## config.mk

```make
export PLATFORM = sky130hd
export DESIGN_NAME = alu_result_fifo
export DESIGN_NICKNAME = d
export VERILOG_FILES = /design/src/rtl/alu_pkg.sv /design/src/rtl/alu_sticky_flags.sv /design/src/rtl/alu_result_fifo.sv
export SDC_FILE = /design/constraint.sdc
export NUM_CORES = 1
export LEC_CHECK = 0
export ABC_AREA = 1
export CORE_ASPECT_RATIO = 0.7
export CORE_MARGIN = 5
export CORE_UTILIZATION = 49
export DETAILED_ROUTE_END_ITERATION = 16
export PLACE_DENSITY = 0.88
export SLEW_MARGIN = 20
export SYNTH_ARGS = -nofsm -noshare
export SYNTH_HDL_FRONTEND = slang
export SYNTH_SLANG_ARGS = --single-unit
```

## constraint.sdc

```tcl
create_clock -name clk -period 1.7 [get_ports clk]
set_input_delay 0.17 -clock clk [delete_from_list [all_inputs] [get_ports clk]]
set_output_delay 0.17 -clock clk [all_outputs]
set_load 0.005 [all_outputs]
```

## src/rtl/alu_pkg.sv

```systemverilog
// alu_pkg: definitions shared by the ALU result FIFO and its sticky-flag logic.
//   - opcode encodings (AND..XOR, 3'b000..3'b111)
//   - flag bit positions inside a packed {overflow, carry, zero} field
//   - the layout and width of one stored FIFO entry
package alu_pkg;

  typedef enum logic [2:0] {
    OP_AND = 3'b000,
    OP_OR  = 3'b001,
    OP_ADD = 3'b010,
    OP_SUB = 3'b011,
    OP_SHL = 3'b100,
    OP_SHR = 3'b101,
    OP_NOT = 3'b110,
    OP_XOR = 3'b111
  } opcode_t;

  localparam int FLAG_Z = 0;
  localparam int FLAG_C = 1;
  localparam int FLAG_V = 2;

  localparam int ENTRY_W = 14;

  // One FIFO entry: 3 + 3 + 8 = ENTRY_W bits.
  typedef struct packed {
    logic [2:0] opcode;
    logic [2:0] flags;
    logic [7:0] result;
  } entry_t;

  // Overflow is only meaningful for the arithmetic opcodes.
  function automatic logic is_add_sub(input logic [2:0] op);
    return (op == OP_ADD) || (op == OP_SUB);
  endfunction

endpackage

```

## src/rtl/alu_sticky_flags.sv

```systemverilog
// alu_sticky_flags: accumulates exception flags from accepted ALU results.
// Ports:
//   clk, rst              clock, asynchronous active-high reset
//   push                  an entry is being accepted this cycle
//   opcode                opcode of the accepted entry
//   carry, overflow       flags of the accepted entry
//   clr                   clear both sticky flags at the next edge
//   sticky_carry          set by an ADD with carry
//   sticky_overflow       set by an ADD or SUB with overflow
module alu_sticky_flags
  import alu_pkg::*;
(
  input  logic       clk,
  input  logic       rst,
  input  logic       push,
  input  logic [2:0] opcode,
  input  logic       carry,
  input  logic       overflow,
  input  logic       clr,
  output logic       sticky_carry,
  output logic       sticky_overflow
);

  logic carry_reg;
  logic overflow_reg;
  logic set_carry;
  logic set_overflow;

  assign set_carry    = push && (opcode == OP_ADD) && carry;
  assign set_overflow = push && is_add_sub(opcode) && overflow;

  // A qualifying push in the same cycle as clr keeps the flag set.
  always_ff @(posedge clk or posedge rst) begin
    if (rst) begin
      carry_reg    <= 1'b0;
      overflow_reg <= 1'b0;
    end else begin
      carry_reg    <= set_carry    | (carry_reg    & ~clr);
      overflow_reg <= set_overflow | (overflow_reg & ~clr);
    end
  end

  assign sticky_carry    = carry_reg;
  assign sticky_overflow = overflow_reg;

endmodule

```

## src/rtl/alu_result_fifo.sv

```systemverilog
// alu_result_fifo: show-ahead FIFO of ALU results with sticky exception flags.
// Ports:
//   clk, rst                         clock, asynchronous active-high reset
//   in_valid/in_ready                producer handshake
//   in_result, in_opcode             result byte and the opcode that made it
//   in_zero, in_carry, in_overflow   flags for in_result
//   out_valid/out_ready              consumer handshake
//   out_result, out_opcode           head entry
//   out_flags                        head flags {overflow, carry, zero}
//   count                            occupancy 0..DEPTH
//   clr_sticky                       clear sticky flags
//   sticky_carry, sticky_overflow    accumulated exception flags
// DEPTH must be a power of two and at least 2 so the pointers wrap naturally.
module alu_result_fifo
  import alu_pkg::*;
#(
  parameter int DEPTH = 4
) (
  input  logic                     clk,
  input  logic                     rst,
  input  logic                     in_valid,
  output logic                     in_ready,
  input  logic [7:0]               in_result,
  input  logic [2:0]               in_opcode,
  input  logic                     in_zero,
  input  logic                     in_carry,
  input  logic                     in_overflow,
  output logic                     out_valid,
  input  logic                     out_ready,
  output logic [7:0]               out_result,
  output logic [2:0]               out_opcode,
  output logic [2:0]               out_flags,
  output logic [$clog2(DEPTH):0]   count,
  input  logic                     clr_sticky,
  output logic                     sticky_carry,
  output logic                     sticky_overflow
);

  localparam int AW = $clog2(DEPTH);
  localparam int CW = AW + 1;

  entry_t          mem [DEPTH];
  logic [AW-1:0]   wr_ptr_reg;
  logic [AW-1:0]   rd_ptr_reg;
  logic [CW-1:0]   count_reg;
  entry_t          wr_entry;
  entry_t          head;
  logic            push;
  logic            pop;

  // Handshake depends on registered occupancy only, so a full FIFO cannot
  // accept in the same cycle it is popped.
  assign in_ready  = (count_reg < CW'(DEPTH));
  assign out_valid = (count_reg != '0);
  assign push      = in_valid && in_ready;
  assign pop       = out_valid && out_ready;

  always_comb begin
    wr_entry               = '0;
    wr_entry.result        = in_result;
    wr_entry.opcode        = in_opcode;
    wr_entry.flags[FLAG_Z] = in_zero;
    wr_entry.flags[FLAG_C] = in_carry;
    wr_entry.flags[FLAG_V] = in_overflow;
  end

  // Storage carries no reset; occupancy alone decides what is valid.
  always_ff @(posedge clk) begin
    if (push) begin
      mem[wr_ptr_reg] <= wr_entry;
    end
  end

  always_ff @(posedge clk or posedge rst) begin
    if (rst) begin
      wr_ptr_reg <= '0;
      rd_ptr_reg <= '0;
      count_reg  <= '0;
    end else begin
      if (push) begin
        wr_ptr_reg <= wr_ptr_reg + 1'b1;
      end
      if (pop) begin
        rd_ptr_reg <= rd_ptr_reg + 1'b1;
      end
      case ({push, pop})
        2'b10:   count_reg <= count_reg + 1'b1;
        2'b01:   count_reg <= count_reg - 1'b1;
        default: count_reg <= count_reg;
      endcase
    end
  end

  // Show-ahead: the head entry is visible while it waits for out_ready.
  assign head       = mem[rd_ptr_reg];
  assign out_result = head.result;
  assign out_opcode = head.opcode;
  assign out_flags  = head.flags;
  assign count      = count_reg;

  alu_sticky_flags u_sticky (
    .clk             (clk),
    .rst             (rst),
    .push            (push),
    .opcode          (in_opcode),
    .carry           (in_carry),
    .overflow        (in_overflow),
    .clr             (clr_sticky),
    .sticky_carry    (sticky_carry),
    .sticky_overflow (sticky_overflow)
  );

endmodule

```

==> results of run 1 <==
[final cells by class]
| type | instances | area share (%) |
|---|---|---|
| clock inverters | 7 | 2.56 |
| well taps | 75 | 2.52 |
| repair buffers | 67 | 16.3 |
| inverters | 49 | 5.15 |
| flip-flops and latches | 65 | 51.3 |
| clock buffers | 9 | 3.33 |
| multi-input cells | 111 | 18.9 |
[final timing paths]
path,from,to,slack [ps],cells past startpoint
min in group clk,clr_sticky,u_sticky.sticky_carry,440,4
hold reg to reg,u_sticky.sticky_carry,u_sticky.sticky_carry,500,2
setup reg to reg,count[2],count[2],9,11
setup / recovery,count[2],count[2],9,11
hold / removal,rst,count[2],90,2
max in group asynchronous,rst,rd_ptr_reg[1],1320,2
[power by group]
| part | internal, mW | switching [mW] | leakage, nW |
|---|---|---|---|
| registers | 2.06 | 0.144 | 0.620 |
| logic | 1.28 | 1.45 | 0.880 |
| clock network | 0.824 | 0.600 | 0.109 |
[cell usage in the layout, fill, tap and decap left out, types with 2 or more instances in the layout]
master	netlist	final
buf_12	0	4
o211ai_1	17	17
nand2_1	60	53
buf_4	1	18
buf_6	4	5
nand3_1	6	4
bufinv_16	0	2
ha_1	5	4
dfrtp_1	9	8
clkinv_4	0	2
clkdlybuf4s50_1	0	24
nand3_2	0	2
o21ai_1	1	2
o211ai_2	11	11
inv_2	5	5
edfxtp_1	56	56
nor2_1	6	6
nand2_2	0	7
clkbuf_8	0	9
inv_1	43	42
clkinv_2	0	2
clkbuf_2	0	5
buf_2	4	9
[cells by family (layout without fill, tap and decap cells)]
kind of cell	Yosys count	count (layout)	synth area share (%)
simple gates	73	73	10.1
flops	65	65	67.5
buf+inv	58	132	9.17
compound gates	30	30	9.74
fa+ha+maj	6	6	2.92
xor+xnor	2	2	0.620
[critical path: stages, from the launching register on]
cell and delay, ps:
dfrtp_1 400, inv_2 70, nand3_2 90, nand2_2 70
inv_1 90, ha_4 130, inv_2 40, fa_2 360
inv_1 60, nand2_1 80, nand4_1 90, nand2_1 70
[layer usage]
layer  wire length [um]  vias up
met5                  0        -
met4                123        0
met3                461       19
met2               3170       71
met1               2440      951
li1                   -      914
[metrics by stage]
step	utilization, %	hold slack [ps]	TNS [ps]
floorplan	-	-2.08	0
global placement	59.6	450	-8.93
detailed placement	59.6	464	-89.8
CTS	65.9	87.3	-367
global route	65.6	117	-453
finish	65.6	92.5	0
[timing repair]
item | CTS | global route
setup endpoints to repair | 16 | 16
hold buffers | 0 | 0
pin swaps | 11 | 11
resized for setup | 49 | 32
gates cloned | 2 | 0
setup buffers | 13 | 3
==> results by group, run 1 <==
Clocking
  – H-Tree Depth: 3
  – Sink Count: 65
  – CTS tree: built
  – Clock transition at path regs: 70 ps
  – Clock root cell: clkbuf_8
  – Clock Latency Late Sink: 350 ps
  – Cts bufs inserted: 9
  – Clock Path Buffers: 2

Worst setup path
  – Worst EP arrival: 1930 ps
  – Worst setup EP type: flip-flop
  – Data required, critical path: 1940 ps
  – Worst-path fanout max: 2
  – Startpoint Class: flip-flop
  – Worst Path Class, Setup: reg2reg

Drt
  – Routed wire per std cell: around 16 um
  – Vias per std cell: just over 5
  – Final WL: 6.20 mm
  – Post-route DRC violation count: 0
  – Remaining antenna violation count: 0
  – DRT Pass-1 Iters: 4
  – Vias: 1955
  – DR iter-0 viols: 100

Timing
  – Period minus WS final: 1690 ps
  – Normalized max-slew margin: 75.6%
  – Final setup violation count: 0
  – Layout Skew: approximately 8.3 ps
  – Final Hold Fails: 0
  – Worst Max-Slew Pin Slew: 366 ps
  – Final Worst Setup Slack: approximately 9.2 ps
  – Final Slew Violations: 0
  – Unrepaired setup endpoints after global routing: true
  – Final period util: between 90% and 100%
  – Max Freq: between 500 and 600 MHz

Synthesis
  – Mapped Cells: ~230
  – Largest area contributor in the netlist: edfxtp_1
  – Synth top area cells: edfxtp_1 60%, dfrtp_1 8.0%, nand2_1 8.0%
  – Most frequent cell after synthesis: nand2_1
  – Avg Cell Area, Syn: 12.1 um^2
  – Synthesized cell area: 2830 um^2
  – Synth Register Bits: 65
  – Asr flop ratio synth: 13.8%
  – Synth top area share: 59.5%
  – Cell variety after synth: 20
  – Top cells by count, synth: 60 x nand2_1, 56 x edfxtp_1, 43 x inv_1
  – Synth Net Count: 259
  – Synthesis Warnings: 0
  – Synth Flop Type: edfxtp_1
  – Fraction of the yosys area taken by sequential cells: 67.5%
  – Post-synth EDFFs: 56

Die
  – Core area: about 5700 um^2
  – Die Area: 7410 um^2
  – Die height: 73.5 um
  – Number of I/O pins: 40
  – Chip Width: about 100 um
  – FP Rows: 23
  – Initial Utilization: approximately 50%

Cells and area
  – Layout cells sized above 1: 28.6%
  – Fin nets: 328
  – Register area: about 1900 um^2
  – Max FFs per register: 56
  – Area of the multi-input gates: 702 um^2
  – Layout Cell Area excl Fill: 3720 um^2
  – Synth-to-Final Area Change: 31.7%
  – Ant diodes: 0
  – Non-Filler Instances: approximately 380
  – Filler cell count: 393

Global route
  – GRT met3 Usage: 8.06%
  – GRT overflow: 0
  – M2 GR Usage: 32.7%
  – Met1 Usage GRT: 19.9%
  – Initial antenna violation count: 0
  – GRT Overall Usage: a little under a fifth
  – Vias in the first global route: 2081
  – GR peak layer: met2
  – Pin count of the biggest net entering global routing: 16
  – First-pass GRT wire length: 9.96 mm

Placement
  – Pre-CTS setup slack: -89.8 ps
  – Detailed placement HPWL: 3.64 mm
  – Placed instance count: 353
  – Post-placement cell area: 3380 um^2
  – RD Place Congestion: 0.734
  – Port Buf Inserts: 39

Run status
  – Status: completed

Power and ir drop
  – PnR Total Power: 6.35 mW
  – VDD IR max: 768 uV
  – P_leak: 1.61 nW
  – P per Cell Area: 1710 nW/um^2

Hold path
  – HP Class: in2async

Run
  – Maxcap violations: 0
Power figures use the tool's default switching activity.
==> run 2, diff against run 1 <==
--- a/config.mk
+++ b/config.mk
@@ -7,10 +7,10 @@
 export LEC_CHECK = 0
 export ABC_AREA = 1
 export CORE_ASPECT_RATIO = 0.7
-export CORE_MARGIN = 5
-export CORE_UTILIZATION = 49
+export CORE_UTILIZATION = 56
 export DETAILED_ROUTE_END_ITERATION = 16
-export PLACE_DENSITY = 0.88
+export DONT_BUFFER_PORTS = 1
+export PLACE_DENSITY = 0.71
 export SLEW_MARGIN = 20
 export SYNTH_ARGS = -nofsm -noshare
 export SYNTH_HDL_FRONTEND = slang
==> results by group, run 2 (synthesis results as in run 1) <==
Clocking
  – CTS tree: built (unchanged)
  – Cts bufs inserted: 9 (unchanged)
  – Clock Latency Late Sink: 340 ps (was 350 ps)
  – Clock transition at path regs: 70 ps (about the same)
  – H-Tree Depth: 3 (unchanged)
  – Clock Path Buffers: 2 (unchanged)
  – Clock root cell: clkbuf_8 (unchanged)
  – Sink Count: 65 (unchanged)

Power and ir drop
  – PnR Total Power: 5.26 mW (was 6.35 mW)
  – VDD IR max: 974 uV (was 768 uV)
  – P_leak: 1.43 nW (was 1.61 nW)
  – P per Cell Area: 1570 nW/um^2 (was 1710 nW/um^2)

Cells and area
  – Ant diodes: 0 (unchanged)
  – Layout Cell Area excl Fill: 3360 um^2 (was 3720 um^2)
  – Most common cell after layout, fill and taps aside: nand2_1 (was edfxtp_1)
  – Synth-to-Final Area Change: 18.8% (was 31.7%)
  – Fin nets: 292 (was 328)
  – Non-Filler Instances: 341 (was 383)
  – Most frequent cells in the layout: 60 x nand2_1, 56 x edfxtp_1, 42 x inv_1 (was 56 x edfxtp_1, 53 x nand2_1, 42 x inv_1)
  – Max FFs per register: 56 (unchanged)
  – Layout cells sized above 1: 18.8% (was 28.6%)

Timing
  – Unrepaired setup endpoints after global routing: true (unchanged)
  – Final Worst Setup Slack: 110 ps (was 9.16 ps)
  – Normalized max-slew margin: 75.0% (was 75.6%)
  – Layout Skew: 5.71 ps (was 8.33 ps)
  – Final Slew Violations: 0 (unchanged)
  – Period minus WS final: 1590 ps (was 1690 ps)
  – Final Hold Fails: 0 (unchanged)
  – Final setup violation count: 0 (unchanged)
  – Final period util: 93.5% (was 99.5%)
  – Worst Max-Slew Pin Slew: 374 ps (was 366 ps)
  – Max Freq: 629 MHz (was 591 MHz)

Placement
  – RD Place Congestion: 0.722 (was 0.734)
  – Post-placement cell area: 2970 um^2 (was 3380 um^2)
  – Port Buf Inserts: 0 (was 39)
  – Placed instance count: 307 (was 353)
  – Pre-CTS setup slack: 32.6 ps (was -89.8 ps)
  – Detailed placement HPWL: 3.04 mm (was 3.64 mm)

Drt
  – DRT Pass-1 Iters: 4 (unchanged)
  – Vias per std cell: 4.95 (was 5.10)
  – Post-route DRC violation count: 0 (unchanged)
  – DR iter-0 viols: 98 (was 100)
  – Vias: 1689 (was 1955)
  – Routed wire per std cell: 14.1 um (was 16.2 um)
  – Final WL: 4.80 mm (was 6.20 mm)
  – Remaining antenna violation count: 0 (unchanged)

Die
  – Die Area: 5340 um^2 (was 7410 um^2)
  – Die height: 61.4 um (was 73.5 um)
  – Chip Width: 86.9 um (was 101 um)
  – FP Rows: 21 (was 23)
  – Number of I/O pins: 40 (unchanged)
  – Core area: 4810 um^2 (was 5670 um^2)
  – Initial Utilization: 58.8% (was 49.8%)

Global route
  – First-pass GRT wire length: 7.56 mm (was 9.96 mm)
  – GRT Overall Usage: 21.0% (was 18.5%)
  – Pin count of the biggest net entering global routing: 41 (was 16)
  – GRT overflow: 0 (unchanged)
  – Initial antenna violation count: 0 (unchanged)
  – Vias in the first global route: 1593 (was 2081)

Worst setup path
  – Worst setup EP type: flip-flop (unchanged)
  – Worst Path Class, Setup: reg2reg (unchanged)
  – Worst-path fanout max: 3 (was 2)
  – Startpoint Class: flip-flop (unchanged)
  – Worst EP arrival: 1820 ps (was 1930 ps)
  – Data required, critical path: 1930 ps (was 1940 ps)

Hold path
  – HP Class: in2reg (was in2async)

Run
  – Maxcap violations: 0 (unchanged)

Run status
  – Status: completed (unchanged)
run 2: power by group:
group	internal [mW]	leakage, nW	switching, mW
Combinational	0.689	0.708	1.12
Sequential	2.05	0.621	0.142
Clock	0.675	0.0994	0.582
Total	3.42	1.43	1.85
run 2: path summary, 6_finish.rpt:
check,start,to,slack [ps],depth (start not counted)
max reg2reg,count[1],count[2],110,11
min reg2reg,u_sticky.sticky_overflow,u_sticky.sticky_overflow,520,2
min in group asynchronous,rst,count[1],240,2
min,in_opcode[0],u_sticky.sticky_carry,40,3
max,count[1],count[2],110,11
max in group asynchronous,rst,count[0],1190,2
run 2: repair_timing:
action,in CTS,in global routing
gates resized for setup,0,5
hold endpoints to repair,68,0
hold buffers,17,0
setup endpoints to repair,0,2
buffers inserted,0,1
run 2: routing by layer:
layer | share of wire [%] | vias up | wire length [um] | track usage (%)
met5 | 0 | - | 0 | 0
met4 | 2.0 | 0 | 95 | 11.7
met3 | 6.0 | 10 | 288 | 9.92
met2 | 46 | 34 | 2220 | 33.7
met1 | 46 | 798 | 2200 | 23.9
li1 | - | 847 | - | -
run 2: layout make-up:
class                      instances  area [um^2]
clock buffer                       9          124
clock inverter                     7         70.1
fill                             349         1450
inverter                          49          186
multi-input combinational        111          669
sequential                        65         1910
tap                               69         86.3
timing repair buffer              31          313
run 2: through the flow:
step | TNS (ps) | utilization (%) | hold slack, ps
2_1_floorplan | 0 | - | -2.08
3_3_place_gp | 0 | 61.9 | 41.9
3_5_place_dp | 0 | 61.9 | 51.7
4_1_cts | 0 | 69.4 | 13.1
5_1_grt | -11.6 | 69.8 | 33.7
6_report | 0 | 69.8 | 39.7
run 2: critical path, cell delays in order, from the launching register on:
cell and delay [ps]:
dfrtp_1 400, inv_2 60, nand3_2 70, nand2_1 60, inv_1 60, ha_2 170, inv_2 50, fa_2 330
nand2_1 90, nand3_1 80, nand2_1 60, nand2_1 50
